===== config.mk =====
export PLATFORM = sky130hd
export DESIGN_NAME = pipe_hazard_ctrl
export DESIGN_NICKNAME = d
export VERILOG_FILES = /design/src/rtl/pipe_pkg.sv /design/src/rtl/fwd_unit.sv /design/src/rtl/pipe_hazard_ctrl.sv
export SDC_FILE = /design/constraint.sdc
export NUM_CORES = 1
export LEC_CHECK = 0
export BUFFER_PORTS_ARGS = -buffer_cell sky130_fd_sc_hd__buf_2
export CAP_MARGIN = 15
export CORE_MARGIN = 8
export CORE_UTILIZATION = 56
export CTS_BUF_LIST = sky130_fd_sc_hd__clkbuf_2
export DETAILED_ROUTE_END_ITERATION = 10
export GPL_TIMING_DRIVEN = 0
export PLACE_DENSITY_LB_ADDON = 0.1
export SLEW_MARGIN = 20
export SYNTH_ARGS = -nofsm -noshare
export SYNTH_HDL_FRONTEND = slang
export SYNTH_SLANG_ARGS = --single-unit
export TNS_END_PERCENT = 50

===== constraint.sdc =====
create_clock -name clk -period 5.15 [get_ports clk]
set_input_delay 0.515 -clock clk [delete_from_list [all_inputs] [get_ports clk]]
set_output_delay 0.515 -clock clk [all_outputs]
set_load 0.02 [all_outputs]

===== src/rtl/pipe_pkg.sv =====
`default_nettype none
// +-------------------------------------------------------------------+
// | pipe_pkg : shared types and encodings for the pipeline hazard unit |
// | Rev 1.0                                                            |
// +-------------------------------------------------------------------+
package pipe_pkg;

  localparam int REG_W = 5;

  typedef enum logic [1:0] {
    ST_RUN      = 2'd0,
    ST_MEM_WAIT = 2'd1,
    ST_ERROR    = 2'd2
  } state_t;

  localparam logic [1:0] FWD_RF = 2'b00;
  localparam logic [1:0] FWD_ME = 2'b10;
  localparam logic [1:0] FWD_WB = 2'b01;

  // A writer only matters if it targets a real register (r0 is hardwired zero).
  function automatic logic reg_hit(input logic wr, input logic [REG_W-1:0] td,
                                   input logic [REG_W-1:0] src);
    return wr && (td != '0) && (td == src);
  endfunction

endpackage
`default_nettype wire


===== src/rtl/fwd_unit.sv =====
`default_nettype none
// +-------------------------------------------------------------------+
// | fwd_unit : EX-operand bypass select for one source register        |
// | Rev 1.0                                                            |
// +-------------------------------------------------------------------+
module fwd_unit
  import pipe_pkg::*;
(
  input  logic [REG_W-1:0] src,
  input  logic [REG_W-1:0] me_td,
  input  logic             me_WREG,
  input  logic             me_LW,
  input  logic [REG_W-1:0] wb_td,
  input  logic             wb_WREG,
  output logic [1:0]       sel
);

  // A load in ME has no data yet, so it cannot feed the bypass.
  always_comb begin
    sel = FWD_RF;
    if (reg_hit(me_WREG && !me_LW, me_td, src)) begin
      sel = FWD_ME;
    end else if (reg_hit(wb_WREG, wb_td, src)) begin
      sel = FWD_WB;
    end
  end

endmodule
`default_nettype wire


===== src/rtl/pipe_hazard_ctrl.sv =====
`default_nettype none
// +-------------------------------------------------------------------+
// | pipe_hazard_ctrl : stall/flush/freeze sequencing and forwarding    |
// | Rev 1.0                                                            |
// +-------------------------------------------------------------------+
module pipe_hazard_ctrl
  import pipe_pkg::*;
#(
  parameter int MEM_TIMEOUT = 15,
  parameter int CNT_W       = 16
) (
  input  logic             clk,
  input  logic             rst,
  input  logic [REG_W-1:0] id_rs,
  input  logic [REG_W-1:0] id_rt,
  input  logic             id_use_rs,
  input  logic             id_use_rt,
  input  logic             id_branch_taken,
  input  logic [REG_W-1:0] ex_rs,
  input  logic [REG_W-1:0] ex_rt,
  input  logic [REG_W-1:0] ex_td,
  input  logic             ex_WREG,
  input  logic             ex_LW,
  input  logic [REG_W-1:0] me_td,
  input  logic             me_WREG,
  input  logic             me_LW,
  input  logic             me_WMEM,
  input  logic             mem_ready,
  input  logic [REG_W-1:0] wb_td,
  input  logic             wb_WREG,
  output logic             pc_en,
  output logic             if_id_en,
  output logic             if_id_flush,
  output logic             id_ex_en,
  output logic             id_ex_bubble,
  output logic             ex_me_en,
  output logic             me_wb_bubble,
  output logic [1:0]       fwd_a,
  output logic [1:0]       fwd_b,
  output logic             mem_err,
  output logic [CNT_W-1:0] stall_cnt,
  output logic [CNT_W-1:0] flush_cnt
);

  localparam logic [7:0] TIMEOUT_C = 8'(MEM_TIMEOUT);

  state_t     state, state_nxt;
  logic [7:0] wait_cnt, wait_cnt_nxt;
  logic       frozen;
  logic       mem_busy;
  logic       load_use;
  logic [1:0] fwd_a_raw, fwd_b_raw;

  assign mem_busy = me_LW || me_WMEM;
  assign load_use = ex_LW && (reg_hit(ex_WREG && id_use_rs, ex_td, id_rs) ||
                              reg_hit(ex_WREG && id_use_rt, ex_td, id_rt));

  fwd_unit u_fwd_a (
    .src     (ex_rs),
    .me_td   (me_td),
    .me_WREG (me_WREG),
    .me_LW   (me_LW),
    .wb_td   (wb_td),
    .wb_WREG (wb_WREG),
    .sel     (fwd_a_raw)
  );

  fwd_unit u_fwd_b (
    .src     (ex_rt),
    .me_td   (me_td),
    .me_WREG (me_WREG),
    .me_LW   (me_LW),
    .wb_td   (wb_td),
    .wb_WREG (wb_WREG),
    .sel     (fwd_b_raw)
  );

  always_ff @(posedge clk or negedge rst) begin
    if (!rst) begin
      state    <= ST_RUN;
      wait_cnt <= '0;
      mem_err  <= 1'b0;
    end else begin
      state    <= state_nxt;
      wait_cnt <= wait_cnt_nxt;
      if (state_nxt == ST_ERROR) begin
        mem_err <= 1'b1;
      end
    end
  end

  always_comb begin
    state_nxt    = state;
    wait_cnt_nxt = wait_cnt;
    frozen       = 1'b0;
    pc_en        = 1'b1;
    if_id_en     = 1'b1;
    if_id_flush  = 1'b0;
    id_ex_en     = 1'b1;
    id_ex_bubble = 1'b0;
    ex_me_en     = 1'b1;
    me_wb_bubble = 1'b0;
    fwd_a        = fwd_a_raw;
    fwd_b        = fwd_b_raw;

    case (state)
      ST_RUN: begin
        if (mem_busy && !mem_ready) begin
          frozen       = 1'b1;
          state_nxt    = ST_MEM_WAIT;
          wait_cnt_nxt = 8'd1;
        end
      end
      ST_MEM_WAIT: begin
        if (!mem_ready) begin
          frozen = 1'b1;
          if (wait_cnt == TIMEOUT_C) begin
            state_nxt = ST_ERROR;
          end else begin
            wait_cnt_nxt = wait_cnt + 8'd1;
          end
        end else begin
          state_nxt    = ST_RUN;
          wait_cnt_nxt = '0;
        end
      end
      ST_ERROR: begin
        frozen = 1'b1;
      end
      default: begin
        state_nxt    = ST_RUN;
        wait_cnt_nxt = '0;
      end
    endcase

    // A branch seen during a load-use stall is re-evaluated once IF/ID releases.
    if (frozen) begin
      pc_en        = 1'b0;
      if_id_en     = 1'b0;
      id_ex_en     = 1'b0;
      ex_me_en     = 1'b0;
      me_wb_bubble = 1'b1;
    end else if (load_use) begin
      pc_en        = 1'b0;
      if_id_en     = 1'b0;
      id_ex_bubble = 1'b1;
    end else if (id_branch_taken) begin
      if_id_flush  = 1'b1;
    end

    if (!rst) begin
      pc_en        = 1'b0;
      if_id_en     = 1'b0;
      if_id_flush  = 1'b0;
      id_ex_en     = 1'b0;
      id_ex_bubble = 1'b0;
      ex_me_en     = 1'b0;
      me_wb_bubble = 1'b0;
      fwd_a        = FWD_RF;
      fwd_b        = FWD_RF;
    end
  end

  always_ff @(posedge clk or negedge rst) begin
    if (!rst) begin
      stall_cnt <= '0;
      flush_cnt <= '0;
    end else begin
      if (!pc_en && (stall_cnt != '1)) begin
        stall_cnt <= stall_cnt + 1'b1;
      end
      if (if_id_flush && (flush_cnt != '1)) begin
        flush_cnt <= flush_cnt + 1'b1;
      end
    end
  end

endmodule
`default_nettype wire


Word level (Yosys, flattened, before mapping)
Cells that the tools add are included.
- multiplexer cells: 31
- bitwise gates (word level): 1
- reductions and logical operators: 27
- add/subtract/negate cells: 3
- eq/ne operators: 14
- operator list (operator ; number):
    16-bit by 1-bit adder with 16-bit output, second input constant ; 2
    16-bit inequality test, second input constant ; 2
    5-bit equality test ; 6
    8-bit two-way mux ; 3
    8-bit case mux with 3 select lines ; 1
    1-bit two-way mux ; 18
    1-bit logical AND ; 17
    5-bit nonzero test ; 3
    2-bit two-way mux ; 7
    8-bit by 1-bit adder with 8-bit output, second input constant ; 1
    8-bit by 4-bit equality test with 1-bit output, second input constant ; 1
    2-bit case mux with 3 select lines ; 1
    2-bit equality test, second input constant ; 2
    1-bit logical NOT ; 3
    3-bit inequality test, second input constant ; 1
    1-bit case mux with 3 select lines ; 1
    3-bit AND reduction ; 1
    2-bit by 1-bit equality test with 1-bit output, second input constant ; 1
    2-bit logical NOT ; 1
    1-bit logical OR ; 2
    2-bit inequality test, second input constant ; 1
    1-bit inverter ; 1
- logic and storage cells: 81
- register bits after elaboration: 43

Logic depth before layout (Yosys ltp)
- depth in word-level cells: 10
- depth in mapped cells: 8
- depth with buffers taken out: 7

Hierarchy
A second synthesis with hierarchy kept.
- cells, all modules: 272
- area, all modules: 2628.8 sq um
- by module, submodules not included (module ; times used ; area each (sq um) ; sequential area each (sq um) ; cells an instance):
    pipe_hazard_ctrl ; 1 ; 2306.0 ; 1076.0 ; 230
    fwd_unit ; 2 ; 161.4 ; 0.0 ; 21

Worst setup path after synthesis
No wires, ideal clock.
- kind: input -> output
- from: input port me_td[0]
- to: output port fwd_b[0]
- path slack: 2.603 ns
- data arrival time: 2.032 ns
- data required time: 4.635 ns
- cell stages on the path: 4
- cells stage by stage: or4_1 > o21ai_0 > nor4_1 > nor4_1
- word-level cells in the longest chain between the ends: 5
- ends and longest elaborated chain (what ; line ; source):
    start: declaration ; pipe_hazard_ctrl.sv:24 ; input logic [REG_W-1:0] me_td,
    5-bit nonzero test ; pipe_pkg.sv:23 ; return wr && (td != '0) && (td == src);
    1-bit logical AND ; pipe_pkg.sv:23 ;
    1-bit logical AND (*) ; pipe_pkg.sv:23 ;
    2-bit two-way mux (*) ; fwd_unit.sv:21 ; if (reg_hit(me_WREG && !me_LW, me_td, src)) begin
    2-bit two-way mux (*) ; pipe_hazard_ctrl.sv:151 ; if (!rst) begin
    end: declaration ; pipe_hazard_ctrl.sv:39 ; output logic [1:0] fwd_b,
Every way passes the cells marked *; elsewhere a longest branch is shown, timed or not.

Worst setup path after layout
- from: input port rst
- to: output port if_id_flush
- word-level cells in the longest chain between the ends: 1
- ends and longest elaborated chain (what ; line ; source):
    start: declaration ; pipe_hazard_ctrl.sv:13 ; input logic rst,
    1-bit two-way mux ; pipe_hazard_ctrl.sv:151 ;
    end: declaration ; pipe_hazard_ctrl.sv:33 ; output logic if_id_flush,
No other way between the ends.

==> out/qor.yml <==
status:
  status: "complete, no violations"
drt:
  drtAntennaViolNets: 0
  firstDrtPassIters: 4
  drt-initial-drc-count: 79
  post_drt_via_cell_ratio: 5.50
  drt-wirelength-per-cell_um: 14.6
  vias: 2275
  totalWireLength_mm: 6.05
  drcViolationCount: 0
logic_synthesis:
  synth_mux_area_share_pct: 1.31
  yosys_warnings: 0
  synth-seq-cells: 43
  synth-compound-area-share_pct: 7.45
  synth_nets: 314
  synthXorXnorAreaFrac_pct: 20.0
  synth_fa_ha_area_share_pct: 1.45
  yosysUniqueCellTypes: 41
  syn_avg_cell_area_um2: 9.79
  ys_async_sr_fraction_pct: 100
  synth-simple-area-share_pct: 25.3
  yosysSeqAreaShare_pct: 41.6
  synth_edf_count: 0
  synth_top_family_by_area: "simple AND/OR/NAND/NOR gates"
  synth_area_mm2: 0.00258
  synth_ff_type: "dfrtp_1"
  syn_inst: 264
clocking:
  post_cts_buffers: 0
  cts_tree: "done"
  cts_buffers: 5
  htree_levels: 2
  insertion_delay_ps: 400
  cts_root_buffer: "clkbuf_2"
  cts.sinks: 43
  ctsHoldBuffers: 0
  clock_path_buffers: 2
  cts-resized-gates: 0
  clk_pin_slew_ps: 220
sta:
  setup-tns-final_ps: 0
  holdWs_ps: 236
  finalSetupViolations: 0
  rsz0062_at_grt: "no"
  fmax_ghz: 0.333
  fin_crit_sh_pct: 58.3
  drv_slew: 0
  finalClockSkew_ps: 15.1
  hold_violations: 0
  slew_headroom_pct: 34.6
  fin_crit_ps: 3000
  max_slew.worst_pin.slew_ps: 980
layout:
  fin_nets: 411
  final_area_mm2: 0.00314
  synthToLayoutAreaGrowth_pct: 21.5
  diodes: 0
  drive_above_1_share_pct: 32.3
  nFillCells: 370
critical_path:
  endpoint_kind: "primary output"
  path_class: "in2out"
  arrival_ps: 2490
  critPathLaunchType: "input port"
  r2r_start: "wait_cnt[0]"
  cp.required_ps: 4640
  r2r-end: "wait_cnt[7]"
  ff2ff_path_depth: 8
  path_max_fanout: 48
  r2r_slack_ps: 2990
global_route:
  grt_pass1_vias: 2411
  grtUsageTotal_pct: 17.5
  overflow: 0
  grt_first_pass_wirelength_mm: 10.5
  grt_max_degree: 49
  antenna_found_initial: 0
min_path:
  hold_path.class: "in2async"
floorplan:
  num_rows: 24
  fp.dieArea_mm2: 0.00705
  pin_count: 91
  dieWidth_um: 83.9
  core_area_mm2: 0.00441
  start_util_pct: 58.6
  die_h_um: 83.9
pwr:
  power_density_mw_per_mm2: 281
  p_leak_nw: 1.55
  ir_drop_uv: 221
placed_design:
  portBuffers: 90
  place_hpwl_mm: 4.88
  place_congestion: 0.866
  placed_cell_area_mm2: 0.00310
job:
  cap_viol_max_count: 0
==> registers in the layout (all words and copies together), names as in the netlist <==
signal     count
flush_cnt     16
stall_cnt     16
wait_cnt       8
state          2
mem_err        1
==> cells in the mapped netlist (2+ instances only) <==
cell	n	share of area [%]
dfrtp_1	43	42
xnor2_1	31	11
xor2_1	28	9.5
nand3_1	23	4.5
nand2_1	19	2.8
o21ai_0	13	2.5
nor3_1	12	2.3
and3_1	10	2.4
nand4_1	10	2.4
nor2_1	8	1.2
nor4_2	7	3.4
or4_1	5	1.5
and2_1	4	0.97
inv_1	4	0.58
nand2b_1	4	0.97
and4_1	3	1.0
buf_4	3	0.87
clkbuf_1	3	0.44
ha_1	3	1.5
nor4_1	3	0.73
o21ai_2	3	1.0
a21oi_1	2	0.39
buf_2	2	0.39
mux2_2	2	0.87
nor2b_1	2	0.48
o21a_1	2	0.58
==> worst max-delay path, cell delays in order <==
cell,delay (ps)
buf_2,730
nand3_1,240
inv_1,190
o21ai_2,120
clkbuf_1,240
inv_1,140
and2_1,130
buf_2,160
==> power breakdown <==
part / switching [W] / total (W) / internal, W
clock: 0.000108 / 0.000138 / 0.0000303
sequential: 0.0000624 / 0.000450 / 0.000388
combinational: 0.000173 / 0.000296 / 0.000123
total: 0.000343 / 0.000884 / 0.000541
==> stage by stage <==
| stage | cells | utilization (%) | setup WS, ps | power, W |
|---|---|---|---|---|
| after floorplan | 264 | - | 2600 | 0.000633 |
| after global placement | 406 | 70.2 | 2110 | 0.000745 |
| after detailed placement | 406 | 70.2 | 2060 | 0.000757 |
| after CTS | 414 | 71.1 | 2050 | 0.000895 |
| after global routing | 414 | 71.1 | 1820 | 0.000946 |
| final | 414 | 71.1 | 2150 | 0.000884 |
==> cells in the final DEF (no fill, tap or decap), types with 2 or more instances in the layout <==
cell / n
buf_2: 92
dfrtp_1: 43
xnor2_1: 31
xor2_1: 28
nand3_1: 23
nand2_1: 19
o21ai_0: 13
nor3_1: 12
and3_1: 10
nand4_1: 10
nor2_1: 8
nor4_2: 7
or4_1: 5
clkbuf_2: 5
nand2b_1: 4
inv_1: 4
and2_1: 4
clkbuf_1: 3
nor4_1: 3
o21ai_2: 3
and4_1: 3
buf_4: 3
ha_1: 3
a21oi_1: 2
nor2b_1: 2
o21a_1: 2
mux2_2: 2
clkinv_1: 2
==> cell type report <==
cell class                      count  area, µm²  share of cell area (%)
Sequential cell                    43       1080                    34.3
Clock buffer                        5       25.0                   0.797
Clock inverter                      3       15.0                   0.478
Buffer                             10       58.8                    1.87
Inverter                            4       15.0                   0.478
Multi-Input combinational cell    207       1440                    45.7
Tap cell                           52       65.1                    2.07
Timing Repair Buffer               90        450                    14.3
==> worst max-delay path by stage <==
stage	startpoint	endpoint	slack, ps	depth (start not counted)
after floorplan	me_td[0]	fwd_b[0]	2600	4
after global placement	rst	fwd_b[0]	2110	5
after detailed placement	rst	if_id_flush	2060	8
after CTS	rst	if_id_flush	2050	8
after global routing	rst	if_id_flush	1820	8
final	rst	if_id_flush	2150	8
==> cells by family after synthesis <==
kind of cell	after synthesis
AOI/OAI and AO/OA	29
and+or+nand+nor	113
muxes	3
buffers and inverters	14
adders and majority gates	3
xor gates and xnor gates	59
DFF	43
==> metal layers <==
metal | track usage, % | share of wire (%) | wire length [µm] | vias to the layer above
met5 | 0 | 0 | 0 | -
met4 | 5.02 | 1.4 | 85 | 0
met3 | 7.32 | 7.7 | 468 | 10
met2 | 29.6 | 48 | 2900 | 69
met1 | 19.6 | 43 | 2600 | 1063
li1 | - | - | - | 1133
Note: power is estimated with default switching activity, not from simulation.
